===== src/rtl/pipe_ctrl_v2_if.sv =====
// Bundle between the pipeline and pipe_ctrl_v2: stall/exception requests in,
// stall vector, flush and redirect PC out.
interface pipe_ctrl_v2_if #(
  parameter int unsigned STAGES        = 7,
  parameter int unsigned NUM_STALL_SRC = 2,
  parameter int unsigned EXC_W         = 2,
  parameter int unsigned ADDR_W        = 32
);
  localparam int unsigned CodeW = (EXC_W > 1) ? $clog2(EXC_W) : 1;

  logic [NUM_STALL_SRC-1:0] stall_req_i;
  logic [EXC_W-1:0]         excepttype_i;
  logic [ADDR_W-1:0]        epc_i;
  logic                     ertn_i;
  logic [STAGES-1:0]        stall;
  logic                     flush;
  logic [ADDR_W-1:0]        new_pc;
  logic [ADDR_W-1:0]        epc_o;
  logic [CodeW-1:0]         exc_code_o;
  logic                     in_exc_o;

  // Pipeline side: raises requests, consumes control.
  modport master (
    output stall_req_i, excepttype_i, epc_i, ertn_i,
    input  stall, flush, new_pc, epc_o, exc_code_o, in_exc_o
  );

  // Controller side.
  modport slave (
    input  stall_req_i, excepttype_i, epc_i, ertn_i,
    output stall, flush, new_pc, epc_o, exc_code_o, in_exc_o
  );
endinterface


===== src/rtl/pipe_ctrl_v2.sv =====
// Pipeline controller: merges stall requesters into a per-stage stall vector,
// takes prioritised exceptions / ertn and drives a multi-cycle flush with redirect PC.
module pipe_ctrl_v2 #(
  parameter int unsigned                    STAGES        = 7,
  parameter int unsigned                    NUM_STALL_SRC = 2,
  parameter logic [4*NUM_STALL_SRC-1:0]     STALL_DEPTH   = 8'h55,
  parameter int unsigned                    EXC_W         = 2,
  parameter int unsigned                    ADDR_W        = 32,
  parameter logic [ADDR_W-1:0]              EXC_BASE      = 32'h0000000c,
  parameter int unsigned                    VECTORED      = 0,
  parameter int unsigned                    VEC_SHIFT     = 2,
  parameter int unsigned                    FLUSH_CYCLES  = 1
) (
  input logic            clk,
  input logic            rst_n,
  pipe_ctrl_v2_if.slave  bus
);
  localparam int unsigned CodeW = (EXC_W > 1) ? $clog2(EXC_W) : 1;

  typedef enum logic {StIdle, StFlush} state_e;

  state_e            r_state, w_state_d;
  logic [3:0]        r_cnt, w_cnt_d;
  logic [STAGES-1:0] r_stall, w_stall_d;
  logic              r_flush, w_flush_d;
  logic [ADDR_W-1:0] r_new_pc, w_new_pc_d;
  logic [ADDR_W-1:0] r_epc, w_epc_d;
  logic [CodeW-1:0]  r_code, w_code_d;
  logic              r_in_exc, w_in_exc_d;

  logic              w_exc_any;
  logic [CodeW-1:0]  w_idx;
  logic [STAGES-1:0] w_stall_mask;
  logic [ADDR_W-1:0] w_entry;
  logic              w_idle_rules;

  // Downward scan so the lowest set bit is the last (winning) assignment.
  always_comb begin
    w_exc_any = |bus.excepttype_i;
    w_idx     = '0;
    for (int i = EXC_W - 1; i >= 0; i--) begin
      if (bus.excepttype_i[i]) w_idx = CodeW'(i);
    end
  end

  always_comb begin
    w_stall_mask = '0;
    for (int j = 0; j < NUM_STALL_SRC; j++) begin
      if (bus.stall_req_i[j]) begin
        for (int s = 0; s < STAGES; s++) begin
          if (s < int'(STALL_DEPTH[4*j +: 4])) w_stall_mask[s] = 1'b1;
        end
      end
    end
  end

  assign w_entry = (VECTORED != 0) ? EXC_BASE + (ADDR_W'(w_idx) << VEC_SHIFT) : EXC_BASE;

  always_comb begin
    w_state_d    = r_state;
    w_cnt_d      = r_cnt;
    w_stall_d    = r_stall;
    w_flush_d    = r_flush;
    w_new_pc_d   = r_new_pc;
    w_epc_d      = r_epc;
    w_code_d     = r_code;
    w_in_exc_d   = r_in_exc;
    w_idle_rules = 1'b0;

    unique case (r_state)
      StIdle: w_idle_rules = 1'b1;
      StFlush: begin
        // Exit edge evaluates requests like IDLE; earlier flush cycles ignore them.
        if (r_cnt == 4'd0) begin
          w_state_d    = StIdle;
          w_idle_rules = 1'b1;
        end else begin
          w_cnt_d   = r_cnt - 4'd1;
          w_stall_d = '0;
          w_flush_d = 1'b1;
        end
      end
      default: w_state_d = StIdle;
    endcase

    if (w_idle_rules) begin
      if (w_exc_any) begin
        w_flush_d  = 1'b1;
        w_stall_d  = '0;
        w_new_pc_d = w_entry;
        w_epc_d    = bus.epc_i;
        w_code_d   = w_idx;
        w_in_exc_d = 1'b1;
        w_cnt_d    = 4'(FLUSH_CYCLES - 1);
        w_state_d  = (FLUSH_CYCLES > 1) ? StFlush : StIdle;
      end else if (bus.ertn_i) begin
        w_flush_d  = 1'b1;
        w_stall_d  = '0;
        w_new_pc_d = r_epc;
        w_in_exc_d = 1'b0;
        w_cnt_d    = 4'(FLUSH_CYCLES - 1);
        w_state_d  = (FLUSH_CYCLES > 1) ? StFlush : StIdle;
      end else begin
        w_stall_d  = w_stall_mask;
        w_flush_d  = 1'b0;
        w_new_pc_d = '0;
      end
    end
  end

  always_ff @(posedge clk or negedge rst_n) begin
    if (!rst_n) begin
      r_state  <= StIdle;
      r_cnt    <= '0;
      r_stall  <= '0;
      r_flush  <= 1'b0;
      r_new_pc <= '0;
      r_epc    <= '0;
      r_code   <= '0;
      r_in_exc <= 1'b0;
    end else begin
      r_state  <= w_state_d;
      r_cnt    <= w_cnt_d;
      r_stall  <= w_stall_d;
      r_flush  <= w_flush_d;
      r_new_pc <= w_new_pc_d;
      r_epc    <= w_epc_d;
      r_code   <= w_code_d;
      r_in_exc <= w_in_exc_d;
    end
  end

  assign bus.stall      = r_stall;
  assign bus.flush      = r_flush;
  assign bus.new_pc     = r_new_pc;
  assign bus.epc_o      = r_epc;
  assign bus.exc_code_o = r_code;
  assign bus.in_exc_o   = r_in_exc;

endmodule


===== src/flat_wrapper.sv =====
// flat-port wrapper written by rule: the top's interface ports become plain ports
module pipe_ctrl_v2_flat 
#(
  parameter int unsigned                    STAGES        = 7,
  parameter int unsigned                    NUM_STALL_SRC = 2,
  parameter logic [4*NUM_STALL_SRC-1:0]     STALL_DEPTH   = 8'h55,
  parameter int unsigned                    EXC_W         = 2,
  parameter int unsigned                    ADDR_W        = 32,
  parameter logic [ADDR_W-1:0]              EXC_BASE      = 32'h0000000c,
  parameter int unsigned                    VECTORED      = 0,
  parameter int unsigned                    VEC_SHIFT     = 2,
  parameter int unsigned                    FLUSH_CYCLES  = 1
)
  (clk, rst_n, bus_stall_req_i, bus_excepttype_i, bus_epc_i, bus_ertn_i, bus_stall, bus_flush, bus_new_pc, bus_epc_o, bus_exc_code_o, bus_in_exc_o);
  pipe_ctrl_v2_if #(.STAGES(STAGES), .NUM_STALL_SRC(NUM_STALL_SRC), .EXC_W(EXC_W), .ADDR_W(ADDR_W)) bus_i ();
  input logic clk;
  input logic rst_n;
  input wire logic [$bits(bus_i.stall_req_i)-1:0] bus_stall_req_i;
  input wire logic [$bits(bus_i.excepttype_i)-1:0] bus_excepttype_i;
  input wire logic [$bits(bus_i.epc_i)-1:0] bus_epc_i;
  input wire logic [$bits(bus_i.ertn_i)-1:0] bus_ertn_i;
  output wire logic [$bits(bus_i.stall)-1:0] bus_stall;
  output wire logic [$bits(bus_i.flush)-1:0] bus_flush;
  output wire logic [$bits(bus_i.new_pc)-1:0] bus_new_pc;
  output wire logic [$bits(bus_i.epc_o)-1:0] bus_epc_o;
  output wire logic [$bits(bus_i.exc_code_o)-1:0] bus_exc_code_o;
  output wire logic [$bits(bus_i.in_exc_o)-1:0] bus_in_exc_o;
  assign bus_i.stall_req_i = bus_stall_req_i;
  assign bus_i.excepttype_i = bus_excepttype_i;
  assign bus_i.epc_i = bus_epc_i;
  assign bus_i.ertn_i = bus_ertn_i;
  assign bus_stall = bus_i.stall;
  assign bus_flush = bus_i.flush;
  assign bus_new_pc = bus_i.new_pc;
  assign bus_epc_o = bus_i.epc_o;
  assign bus_exc_code_o = bus_i.exc_code_o;
  assign bus_in_exc_o = bus_i.in_exc_o;
  pipe_ctrl_v2 #(.STAGES(STAGES), .NUM_STALL_SRC(NUM_STALL_SRC), .STALL_DEPTH(STALL_DEPTH), .EXC_W(EXC_W), .ADDR_W(ADDR_W), .EXC_BASE(EXC_BASE), .VECTORED(VECTORED), .VEC_SHIFT(VEC_SHIFT), .FLUSH_CYCLES(FLUSH_CYCLES)) u_core (.clk(clk), .rst_n(rst_n), .bus(bus_i));
endmodule

===== config.mk =====
export PLATFORM = sky130hd
export DESIGN_NAME = pipe_ctrl_v2_flat
export DESIGN_NICKNAME = d
export VERILOG_FILES = /design/src/rtl/pipe_ctrl_v2_if.sv /design/src/rtl/pipe_ctrl_v2.sv /design/src/flat_wrapper.sv
export SDC_FILE = /design/constraint.sdc
export NUM_CORES = 1
export LEC_CHECK = 0
export BUFFER_PORTS_ARGS = -buffer_cell sky130_fd_sc_hd__buf_2
export CORE_UTILIZATION = 52
export CTS_CLUSTER_DIAMETER = 60
export DETAILED_ROUTE_END_ITERATION = 7
export GPL_ROUTABILITY_DRIVEN = 1
export PLACE_DENSITY = 0.82
export SLEW_MARGIN = 20
export SYNTH_ARGS = -nofsm -noshare
export SYNTH_HDL_FRONTEND = slang
export SYNTH_SLANG_ARGS = --single-unit

===== constraint.sdc =====
create_clock -name clk -period 4.4 [get_ports clk]
set_clock_uncertainty 0.1 [all_clocks]
set_input_delay 0.22 -clock clk [delete_from_list [all_inputs] [get_ports clk]]
set_output_delay 0.22 -clock clk [all_outputs]
set_load 0.01 [all_outputs]

==> metrics.csv <==
metric;value;unit
row_count;27;
slew_headroom;31.7;%
htreeDepth;3;
hpwl;4.17;mm
status;finished, final reports clean;
required;4470;ps
yosysUniqueCellTypes;28;
antenna_left;0;
vias;2386;
clkLatencyLatePin;340;ps
num_antenna_cells;0;
layout-drive-gt1-share;41.6;%
final_cells;457;
syn_to_final_growth;32.6;%
synthesis.area;2990;um2
path_clk_slew;70;ps
vdd_ir_drop_max;239;uV
tightest_slew;1020;ps
start_kind;flip-flop;
cp.arrival;2730;ps
drtIter0Drc;131;
min_path_type;in2reg;
p_leak;1.96;nW
worstPathMaxFanout;34;
power_density;370;nW/um2
min_path_cells;2;
clock-sinks;73;
root_buffer;clkbuf_8;
dieArea;6050;um2
die_height;77.8;um
ff2ff_path_depth;7;
hold_violations;0;
synth_area_per_cell;11.6;um2
ios;113;
routed_wl;6.51;mm
setup_violations;0;
grt_max_degree;74;
grt_pass1_wl;10.6;mm
cts_buffer_depth;2;
antenna_found_initial;0;
gp_congestion;0.773;
synth_warnings;0;
cap_viol_max_count;0;
start_util;54.2;%
drt_pass1_iterations;4;
cts_buffers;9;
track_usage;23.1;%
cts_tree;yes;
fmax;376;MHz
viasPerCell;5.22;
crit_type;reg2reg;
rsz0062_at_grt;false;
setup_tns;0;ps
ys_seq_area_share;61.2;%
fin_crit_sh;60.5;%
cts_resized;0;
grt_pass1_vias;2262;
portBuffers;110;
placed_cells;420;
drc;0;
grt_overflow;0;
fin_crit;2660;ps
ys_seq_elements;73;
core_area;5510;um2
fp.dieW;77.8;um
endpoint_kind;flip-flop;
synthCells;257;
final_nets;420;
wl_per_cell;14.2;um
drv_slew;0;
-- power breakdown --
part	switching, mW	internal [mW]
Combinational	0.0750	0.0786
Clock	0.229	0.351
Sequential	0.0255	0.707
Total	0.330	1.14
-- sequential cells by signal, indices dropped and copies added (netlist names) --
signal,count
u_core.bus.stall,1
u_core.bus.flush,1
u_core.r_state,1
u_core.bus.exc_code_o,1
u_core.bus.new_pc,32
u_core.bus.epc_o,32
u_core.bus.in_exc_o,1
u_core.r_cnt,4
-- worst max-delay path, stage by stage (launching register included) --
cell	delay [ps]
dfrtp_1	370
inv_1	70
ha_1	230
or3b_1	230
buf_4	360
nand2_2	190
inv_1	670
o21ai_0	240
-- placed cells by master (no fill, tap or decap) --
cell and count:
buf_2 109, dfrtp_1 73, nand2_1 39, o21ai_0 33
nand3_1 31, mux2_2 31, dlygate4sd3_1 21, clkbuf_8 11
inv_1 4, buf_4 4, mux2i_1 3, mux2_1 3
clkbuf_1 3, nor3_1 2, nor2_1 2, conb_1 2
bufinv_16 2, and3b_1 1, nor2b_1 1, or3b_1 1
nand2_2 1, nor3b_4 1, a21oi_4 1, o211a_1 1
a21oi_1 1, o22ai_1 1, a21boi_0 1, a2bb2oi_1 1
ha_1 1
-- per-layer routing --
| layer | vias up | GRT usage, % | part of all wire, % |
|---|---|---|---|
| met3 | 10 | 8.24 | 8.6 |
| met5 | - | 0 | 0 |
| li1 | 1119 | - | - |
| met4 | 0 | 8.87 | 1.3 |
| met1 | 1146 | 28.3 | 41 |
| met2 | 111 | 37.4 | 49 |
-- through the flow --
| stage | hold WS [ps] | power, mW | util, % | instance area (um2) | setup slack, ps |
|---|---|---|---|---|---|
| 6_report | 11.8 | 1.47 | 71.9 | 3960 | 1740 |
| 5_1_grt | 0.987 | 1.52 | 71.9 | 3960 | 1530 |
| 4_1_cts | 0.631 | 1.48 | 71.8 | 3950 | 1740 |
| 3_5_place_dp | 297 | 0.885 | 63.9 | 3520 | 1760 |
| 3_3_place_gp | 299 | 0.879 | 63.9 | 3520 | 1830 |
| 2_1_floorplan | -176 | 0.811 | - | 2990 | 2370 |
-- logic make-up (layout without fill, tap and decap cells) --
family / Yosys count / count (layout) / synth area share [%]
other cells: 1 / 2 / 0.126
flops: 73 / 73 / 61.2
mux: 37 / 37 / 13.8
buf+inv: 27 / 154 / 5.19
compound gates: 39 / 39 / 7.33
fa+ha+maj: 1 / 1 / 0.419
simple gates: 79 / 79 / 11.9
-- Yosys cell counts --
| master | number | area [um2] |
|---|---|---|
| nor2b_1 | 1 | 6.26 |
| a21oi_1 | 1 | 5.00 |
| nor2_1 | 2 | 7.51 |
| nand3_1 | 31 | 155 |
| o22ai_1 | 1 | 6.26 |
| a21oi_4 | 1 | 16.3 |
| mux2i_1 | 3 | 30.0 |
| mux2_2 | 31 | 349 |
| a21boi_0 | 1 | 7.51 |
| ha_1 | 1 | 12.5 |
| buf_2 | 1 | 5.00 |
| inv_1 | 4 | 15.0 |
| a2bb2oi_1 | 1 | 8.76 |
| conb_1 | 1 | 3.75 |
| o211a_1 | 1 | 10.0 |
| buf_1 | 4 | 15.0 |
| nor3b_1 | 1 | 7.51 |
| dfrtp_1 | 73 | 1830 |
| buf_6 | 4 | 45.0 |
| clkbuf_1 | 8 | 30.0 |
| or3b_1 | 1 | 8.76 |
| buf_4 | 6 | 45.0 |
| and3b_1 | 1 | 8.76 |
| mux2_1 | 3 | 33.8 |
| o21ai_0 | 33 | 165 |
| nand2_2 | 1 | 6.26 |
| nor3_1 | 2 | 10.0 |
| nand2_1 | 39 | 146 |
-- final timing paths --
kind	start	slack, ps	to
setup / recovery	u_core.r_cnt[0]	1740	u_core.bus.new_pc[27]
setup reg to reg	u_core.r_cnt[0]	1740	u_core.bus.new_pc[27]
max in group asynchronous	rst_n	3180	u_core.bus.epc_o[13]
hold / removal	bus_epc_i[22]	10	u_core.bus.epc_o[22]
min in group asynchronous	rst_n	440	u_core.bus.new_pc[30]
hold reg to reg	u_core.bus.new_pc[21]	400	u_core.bus.new_pc[21]
-- repair_timing --
action                     in CTS  in global routing
setup endpoints to repair       0                  0
setup buffers                   0                  0
hold buffers                   21                  0
hold endpoints to repair       93                  0
-- cell type report --
type	instances	area (um2)
Sequential cell	73	1830
Fill cell	375	1550
Multi-Input combinational cell	158	1020
Timing Repair Buffer	134	786
Clock buffer	14	163
Tap cell	72	90.1
Clock inverter	2	60.1
Inverter	4	15.0
Power figures use the tool's default switching activity.
